## src/rtl/rs_stream_par_encoder.sv

```systemverilog
// Streaming systematic Reed-Solomon encoder: L symbols per beat, message beats pass through, parity beats follow.
// Optional in_last_i framing check is enabled by defining RS_ENC_FRAME_CHECK_EN.
module rs_stream_par_encoder #(
  parameter int         W         = 10,
  parameter logic [W:0] PRIM_POLY = 11'h409,
  parameter int         K         = 522,
  parameter int         R         = 22,
  parameter int         L         = 7,
  parameter logic [R*W-1:0] G_TAPS = {
    10'd513, 10'd783, 10'd899, 10'd452, 10'd976, 10'd555, 10'd482, 10'd374,
    10'd544, 10'd374, 10'd466, 10'd712, 10'd813, 10'd1010, 10'd657, 10'd365,
    10'd3,   10'd177, 10'd621, 10'd944, 10'd280, 10'd807}
) (
  input  logic           clk_i,
  input  logic           rst_ni,
  input  logic           in_valid_i,
  output logic           in_ready_o,
  input  logic [L*W-1:0] in_data_i,
  input  logic           in_last_i,
  output logic           out_valid_o,
  input  logic           out_ready_i,
  output logic [L*W-1:0] out_data_o,
  output logic [L-1:0]   out_keep_o,
  output logic           out_last_o,
  output logic           err_o
);

  // Handshake: a beat moves on a side exactly on a rising clk_i edge where valid and ready are
  // both high; a valid beat and its payload stay stable until that edge.

  localparam int ZP   = (L - K % L) % L;
  localparam int KB   = (K + ZP) / L;
  localparam int PB   = (R + L - 1) / L;
  localparam int BMAX = (KB > PB) ? KB : PB;
  localparam int BCW  = $clog2(BMAX + 1);

  typedef enum logic {
    S_DATA = 1'b0,
    S_PAR  = 1'b1
  } state_t;

  state_t                state_q;
  logic [BCW-1:0]        bcnt_q;
  logic [R-1:0][W-1:0]   rem_q;
  logic [R-1:0][W-1:0]   rem_d;
  logic [R-1:0][W-1:0]   par_q;
  logic                  out_valid_q;
  logic [L*W-1:0]        out_data_q;
  logic [L-1:0]          out_keep_q;
  logic                  out_last_q;

  logic                  out_free;
  logic                  accept;
  logic                  last_data;
  logic                  par_last;
  logic [L*W-1:0]        din_m;
  logic [L-1:0]          keep_d;
  logic [W-1:0]          lfsr_f;
  logic [PB*L*W-1:0]     par_seq;
  logic [PB*L-1:0]       par_keep;
  logic [L*W-1:0]        par_beat;
  logic [L-1:0]          par_beat_keep;

  function automatic logic [W-1:0] gf_mul(input logic [W-1:0] a, input logic [W-1:0] b);
    logic [W-1:0] acc;
    logic [W-1:0] x;
    acc = '0;
    x   = a;
    for (int i = 0; i < W; i++) begin
      if (b[i]) acc = acc ^ x;
      x = x[W-1] ? ((x << 1) ^ PRIM_POLY[W-1:0]) : (x << 1);
    end
    return acc;
  endfunction

  assign out_free   = !out_valid_q || out_ready_i;
  assign in_ready_o = !rst_ni && (state_q == S_DATA) && out_free;
  assign accept     = in_valid_i && in_ready_o;
  assign last_data  = (bcnt_q == BCW'(KB - 1));
  assign par_last   = (bcnt_q == BCW'(PB - 1));

  // Beat 0 carries the front padding that aligns the message to whole beats.
  always_comb begin
    din_m  = in_data_i;
    keep_d = '1;
    if (bcnt_q == '0) begin
      for (int j = 0; j < ZP; j++) begin
        din_m[j*W +: W] = '0;
        keep_d[j]       = 1'b0;
      end
    end
  end

  always_comb begin
    rem_d  = rem_q;
    lfsr_f = '0;
    for (int j = 0; j < L; j++) begin
      lfsr_f = rem_d[R-1] ^ din_m[j*W +: W];
      for (int i = R - 1; i > 0; i--) begin
        rem_d[i] = rem_d[i-1] ^ gf_mul(G_TAPS[i*W +: W], lfsr_f);
      end
      rem_d[0] = gf_mul(G_TAPS[W-1:0], lfsr_f);
    end
  end

  // Parity leaves highest degree first; lanes past the last parity symbol are empty.
  for (genvar m = 0; m < PB * L; m++) begin : g_par_map
    if (m < R) begin : g_sym
      assign par_seq[m*W +: W] = par_q[R-1-m];
      assign par_keep[m]       = 1'b1;
    end else begin : g_pad
      assign par_seq[m*W +: W] = '0;
      assign par_keep[m]       = 1'b0;
    end
  end

  always_comb begin
    par_beat      = '0;
    par_beat_keep = '0;
    for (int p = 0; p < PB; p++) begin
      if (int'(bcnt_q) == p) begin
        par_beat      = par_seq[p*L*W +: L*W];
        par_beat_keep = par_keep[p*L +: L];
      end
    end
  end

  always_ff @(posedge clk_i or posedge rst_ni) begin
    if (rst_ni) begin
      state_q     <= S_DATA;
      bcnt_q      <= '0;
      rem_q       <= '0;
      par_q       <= '0;
      out_valid_q <= 1'b0;
      out_data_q  <= '0;
      out_keep_q  <= '0;
      out_last_q  <= 1'b0;
    end else begin
      if (out_valid_q && out_ready_i) out_valid_q <= 1'b0;
      case (state_q)
        S_DATA: begin
          if (accept) begin
            out_valid_q <= 1'b1;
            out_data_q  <= din_m;
            out_keep_q  <= keep_d;
            out_last_q  <= 1'b0;
            if (last_data) begin
              par_q   <= rem_d;
              rem_q   <= '0;
              bcnt_q  <= '0;
              state_q <= S_PAR;
            end else begin
              rem_q  <= rem_d;
              bcnt_q <= bcnt_q + 1'b1;
            end
          end
        end
        S_PAR: begin
          if (out_free) begin
            out_valid_q <= 1'b1;
            out_data_q  <= par_beat;
            out_keep_q  <= par_beat_keep;
            out_last_q  <= par_last;
            if (par_last) begin
              bcnt_q  <= '0;
              state_q <= S_DATA;
            end else begin
              bcnt_q <= bcnt_q + 1'b1;
            end
          end
        end
        default: state_q <= S_DATA;
      endcase
    end
  end

  assign out_valid_o = out_valid_q;
  assign out_data_o  = out_data_q;
  assign out_keep_o  = out_keep_q;
  assign out_last_o  = out_last_q;

`ifdef RS_ENC_FRAME_CHECK_EN
  // Sequencing follows bcnt only; a misplaced in_last_i is just reported.
  logic err_q;
  always_ff @(posedge clk_i or posedge rst_ni) begin
    if (rst_ni) err_q <= 1'b0;
    else        err_q <= accept && (in_last_i != last_data);
  end
  assign err_o = err_q;
`else
  logic unused_last;
  assign unused_last = in_last_i;
  assign err_o       = 1'b0;
`endif

endmodule

```

## config.mk

```make
export PLATFORM = sky130hd
export DESIGN_NAME = rs_stream_par_encoder
export DESIGN_NICKNAME = d
export VERILOG_FILES = /design/src/rtl/rs_stream_par_encoder.sv
export SDC_FILE = /design/constraint.sdc
export NUM_CORES = 2
export LEC_CHECK = 0
export ABC_CLOCK_PERIOD_IN_PS = 26300
export BUFFER_PORTS_ARGS = -buffer_cell sky130_fd_sc_hd__buf_2
export CAP_MARGIN = 10
export CORE_MARGIN = 1.5
export CORE_UTILIZATION = 35
export CTS_BUF_LIST = sky130_fd_sc_hd__clkbuf_4
export DETAILED_ROUTE_END_ITERATION = 7
export GPL_ROUTABILITY_DRIVEN = 0
export GPL_TIMING_DRIVEN = 1
export SYNTH_ARGS = -nofsm -noshare
export SYNTH_HDL_FRONTEND = slang
export SYNTH_SLANG_ARGS = --single-unit
```

## constraint.sdc

```tcl
create_clock -name clk_i -period 26.3 [get_ports clk_i]
set_input_delay 1.315 -clock clk_i [delete_from_list [all_inputs] [get_ports clk_i]]
set_output_delay 1.315 -clock clk_i [all_outputs]
set_load 0.01 [all_outputs]
```

==> insert_results.sql <==
INSERT INTO impl_metrics (metric_group, metric, value, unit) VALUES
('outcome', 'run_status', 'finished with violations', ''),
('outcome', 'failed_checks', 'design-rule violations, max-capacitance violations, max-slew violations', ''),
('setup_path', 'crit_path_end_kind', 'register', ''),
('sta', 'fmax', '0.0812', 'GHz'),
('sta', 'drv_slew', '50', ''),
('route', 'routed_vias', '51542', ''),
('cts', 'cts.hold.buffers_added', '0', ''),
('cts', 'cts_setup_buffers', '0', ''),
('route', 'detailedRoute.firstPassIterationCount', '8', ''),
('layout', 'final_layout_size_suffix_gt1_frac', '0.172', ''),
('cts', 'tritoncts_clock_tree', 'yes', ''),
('sta', 'rsz0062_at_grt', 'no', ''),
('setup_path', 'worst-endpoint-required', '27.27', 'ns'),
('setup_path', 'worstSetupStartpointType', 'register', ''),
('setup_path', 'crit_path_arrival_time', '13.28', 'ns'),
('logic_synthesis', 'post_synth_fa_ha_maj_area_fraction', '0.000869', ''),
('sta', 'setup_tns', '0', 'ns'),
('place', 'numPortBuffers', '153', ''),
('grt', 'initial_antenna_violation_count', '32', ''),
('setup_path', 'worst_path_most_repeated_cell', 'sky130_fd_sc_hd__buf_4', ''),
('setup_path', 'critical_path.reg2reg.endpoint', 'rem_q[53]$_DFFE_PP0P_', ''),
('grt', 'grt_overflow_total', '0', ''),
('logic_synthesis', 'postSynthAreaPerCell', '10.5', 'um2'),
('route', 'avgRoutedWirePerCell', '42.2', 'um'),
('setup_path', 'worst_r2r_path_depth', '26', ''),
('setup_path', 'criticalPathCategory', 'register to register', ''),
('logic_synthesis', 'synth_edf_count', '0', ''),
('logic_synthesis', 'fraction_of_synthesis_flops_using_an_asynchronous_set_or_reset_pin', '1.00', ''),
('route', 'drt_iter0_drc', '10943', ''),
('layout', 'fillCellCount', '16123', ''),
('layout', 'multi_input_gate_area', '43900', 'um2'),
('grt', 'grt_pass1_wl', '439', 'mm'),
('route', 'post_drt_via_cell_ratio', '6.39', ''),
('sta', 'slew_headroom', '-0.527', ''),
('cts', 'tritoncts_num_sinks', '523', ''),
('logic_synthesis', 'syn_std_cell_area', '57600', 'um2'),
('logic_synthesis', 'yosys_register_bits', '523', ''),
('logic_synthesis', 'synth_compound_gate_area_share', '0.0585', ''),
('route', 'wirelength', '340', 'mm'),
('logic_synthesis', 'portion_of_synthesized_cell_area_occupied_by_the_leading_cell_type', '0.372', ''),
('die', 'core', '163000', 'um2'),
('setup_path', 'timing.critical_path.slowest_stage_cell', 'sky130_fd_sc_hd__xnor2_1', ''),
('grt', 'groute.usage.overall', '0.396', ''),
('logic_synthesis', 'largest_family_of_logic_cells_by_synthesized_area', 'XOR/XNOR gates', ''),
('route', 'antenna_left', '0', ''),
('logic_synthesis', 'post-synth-top-area-cell', 'sky130_fd_sc_hd__xnor2_1', ''),
('sta', 'layout_min_cycle_time', '12.31', 'ns'),
('logic_synthesis', 'synth_fp_nets', '5561', ''),
('logic_synthesis', 'most_used_dff_post_synth', 'sky130_fd_sc_hd__dfrtp_1', ''),
('cts', 'ctsHtreeMaxLevel', '4', ''),
('logic_synthesis', 'postSynthCellCount', '5482', ''),
('logic_synthesis', 'xor_xnor_share_of_the_synthesized_area', '0.611', ''),
('sta', 'final_hold_violation_count', '0', ''),
('sta', 'max_slew.worst_pin.slew', '2.27', 'ns'),
('cts', 'cts_inserted_buffers', '135', ''),
('job', 'max_cap_viol_count', '18', ''),
('route', 'drt_drc_violations_left', '1453', ''),
('logic_synthesis', 'synth.yosys.seq_area_share', '0.227', ''),
('die', 'placementRows', '148', ''),
('die', 'die_footprint', '167000', 'um2'),
('setup_path', 'critPathBufInv', '9', ''),
('logic_synthesis', 'synthDistinctLibCells', '49', ''),
('grt', 'number_of_global_route_vias_before_repair', '45822', ''),
('setup_path', 'worst_path_dominant_cell_family', 'XOR/XNOR gates', ''),
('sta', 'finalClockSkew', '0.121', 'ns'),
('logic_synthesis', 'synth_simple_gate_area_frac', '0.0485', ''),
('die', 'floorplan.initialDensity', '0.353', ''),
('cts', 'max-clock-path-buffers', '3', ''),
('cts', 'cts_root_buffer', 'sky130_fd_sc_hd__clkbuf_4', ''),
('layout', 'layout.area.seq', '13100', 'um2'),
('layout', 'syn2layout_area_growth', '12.1', '%');
==> kinds of logic (layout without fill, tap and decap cells) <==
family / Yosys count / after routing
compound gates: 455 / 455
xor+xnor: 3385 / 3385
mux: 162 / 162
fa+ha+maj: 4 / 4
simple gates: 656 / 656
buf+inv: 296 / 671
other cells: 1 / 30
flops: 523 / 523
==> worst max path at each step <==
| stage | slack [ns] | cells after the start | end |
|---|---|---|---|
| 3_3_place_gp | 14.34 | 20 | par_q[152]$_DFFE_PP0P_ |
| 6_report | 13.99 | 26 | rem_q[53]$_DFFE_PP0P_ |
| 5_1_grt | 14.63 | 25 | par_q[70]$_DFFE_PP0P_ |
| 2_1_floorplan | 10.37 | 1 | bcnt_q[0]$_DFFE_PP0P_ |
| 4_1_cts | 14.98 | 24 | par_q[73]$_DFFE_PP0P_ |
| 3_5_place_dp | 14.32 | 20 | par_q[73]$_DFFE_PP0P_ |
==> cell type report <==
class,count,share of cell area
Antenna cell,29,0.00112
Clock buffer,181,0.0210
Clock inverter,40,0.00409
Inverter,4,0.000349
Multi-Input combinational cell,4663,0.680
Sequential cell,523,0.203
Tap cell,2175,0.0421
Timing Repair Buffer,446,0.0490
==> sequential cells by signal, indices dropped and copies added (netlist names) <==
register / cells
out_data_o: 70
bcnt_q: 7
par_q: 220
out_valid_o: 1
out_last_o: 1
state_q: 1
rem_q: 220
out_keep_o: 3
==> synthesized netlist by cell type (5+ instances only) <==
cell type	instances
sky130_fd_sc_hd__a22o_1	158
sky130_fd_sc_hd__nor2_1	199
sky130_fd_sc_hd__nand2_1	263
sky130_fd_sc_hd__buf_1	17
sky130_fd_sc_hd__xnor3_1	285
sky130_fd_sc_hd__xnor2_1	2449
sky130_fd_sc_hd__mux2i_1	5
sky130_fd_sc_hd__xor2_2	15
sky130_fd_sc_hd__a21oi_1	14
sky130_fd_sc_hd__o211ai_1	50
sky130_fd_sc_hd__and2_1	7
sky130_fd_sc_hd__buf_4	31
sky130_fd_sc_hd__xnor2_2	69
sky130_fd_sc_hd__a31oi_1	60
sky130_fd_sc_hd__xor2_1	507
sky130_fd_sc_hd__xor3_1	33
sky130_fd_sc_hd__o31ai_1	60
sky130_fd_sc_hd__xor2_4	7
sky130_fd_sc_hd__clkbuf_1	196
sky130_fd_sc_hd__mux2_2	157
sky130_fd_sc_hd__dfrtp_1	523
sky130_fd_sc_hd__xnor2_4	13
sky130_fd_sc_hd__buf_2	47
sky130_fd_sc_hd__nand3_1	123
sky130_fd_sc_hd__xnor3_2	6
sky130_fd_sc_hd__o21ai_0	72
sky130_fd_sc_hd__nand2b_1	43
sky130_fd_sc_hd__a221oi_1	30
==> metrics by stage <==
| step | cell area (um2) | util | worst slack (ns) | hold slack (ns) | instances |
|---|---|---|---|---|---|
| floorplan | 57600 | - | 10.37 | 0.445 | 5482 |
| detailed placement | 62200 | 0.381 | 14.32 | 0.463 | 7777 |
| global route | 64600 | 0.396 | 14.63 | 0.471 | 8052 |
| global placement | 62200 | 0.381 | 14.34 | 0.463 | 7777 |
| finish | 64600 | 0.396 | 13.99 | 0.461 | 8061 |
| CTS | 63800 | 0.391 | 14.98 | 0.358 | 7998 |
==> layer usage <==
metal / wire (um) / track usage
met5: 5110 / 0.223
met3: 67300 / 0.313
met1: 115000 / 0.439
met2: 116000 / 0.466
met4: 36600 / 0.310
==> cells in the final DEF (no fill, tap or decap), types with 29 or more instances in the layout <==
master                     instances
sky130_fd_sc_hd__nand2_1         258
sky130_fd_sc_hd__xnor2_1        2400
sky130_fd_sc_hd__nand2b_1         43
sky130_fd_sc_hd__a31oi_1          60
sky130_fd_sc_hd__a221oi_1         30
sky130_fd_sc_hd__o211ai_1         50
sky130_fd_sc_hd__clkbuf_4        181
sky130_fd_sc_hd__xnor2_2         112
sky130_fd_sc_hd__buf_4           263
sky130_fd_sc_hd__nor2_1          196
sky130_fd_sc_hd__o31ai_1          60
sky130_fd_sc_hd__mux2_2          157
sky130_fd_sc_hd__xnor3_1         284
sky130_fd_sc_hd__xor2_2           34
sky130_fd_sc_hd__xor2_1          487
sky130_fd_sc_hd__dfrtp_1         522
sky130_fd_sc_hd__o21ai_0          72
sky130_fd_sc_hd__buf_2           153
sky130_fd_sc_hd__xor3_1           33
sky130_fd_sc_hd__nand3_1         123
sky130_fd_sc_hd__a22o_1          158
sky130_fd_sc_hd__diode_2          29
==> worst reg2reg max path, cell delays in order (launching register included) <==
cell                      delay (ns)
sky130_fd_sc_hd__dfrtp_1        0.46
sky130_fd_sc_hd__inv_1          0.09
sky130_fd_sc_hd__ha_1           0.21
sky130_fd_sc_hd__nor3b_1        0.14
sky130_fd_sc_hd__buf_4          0.19
sky130_fd_sc_hd__nand2_2        0.25
sky130_fd_sc_hd__buf_4          0.41
sky130_fd_sc_hd__buf_4          0.46
sky130_fd_sc_hd__nand2_1        0.18
sky130_fd_sc_hd__xor2_2         0.15
sky130_fd_sc_hd__buf_4          0.33
sky130_fd_sc_hd__xor3_2         0.69
sky130_fd_sc_hd__xor2_2         0.83
sky130_fd_sc_hd__xnor3_1        0.59
sky130_fd_sc_hd__xor3_1         0.76
sky130_fd_sc_hd__xnor2_4        0.18
sky130_fd_sc_hd__buf_4          0.47
sky130_fd_sc_hd__xnor3_1        0.99
sky130_fd_sc_hd__xnor2_4        0.17
sky130_fd_sc_hd__buf_4          0.44
sky130_fd_sc_hd__xnor3_1        0.34
sky130_fd_sc_hd__buf_4          0.49
sky130_fd_sc_hd__xor2_1         0.30
sky130_fd_sc_hd__buf_4          0.28
sky130_fd_sc_hd__xnor2_1        1.61
sky130_fd_sc_hd__xnor2_1        0.78
sky130_fd_sc_hd__o31ai_1        0.42
Power is not shown: default switching activity piles up to over one toggle a cycle in this logic, so the estimate is an artifact.
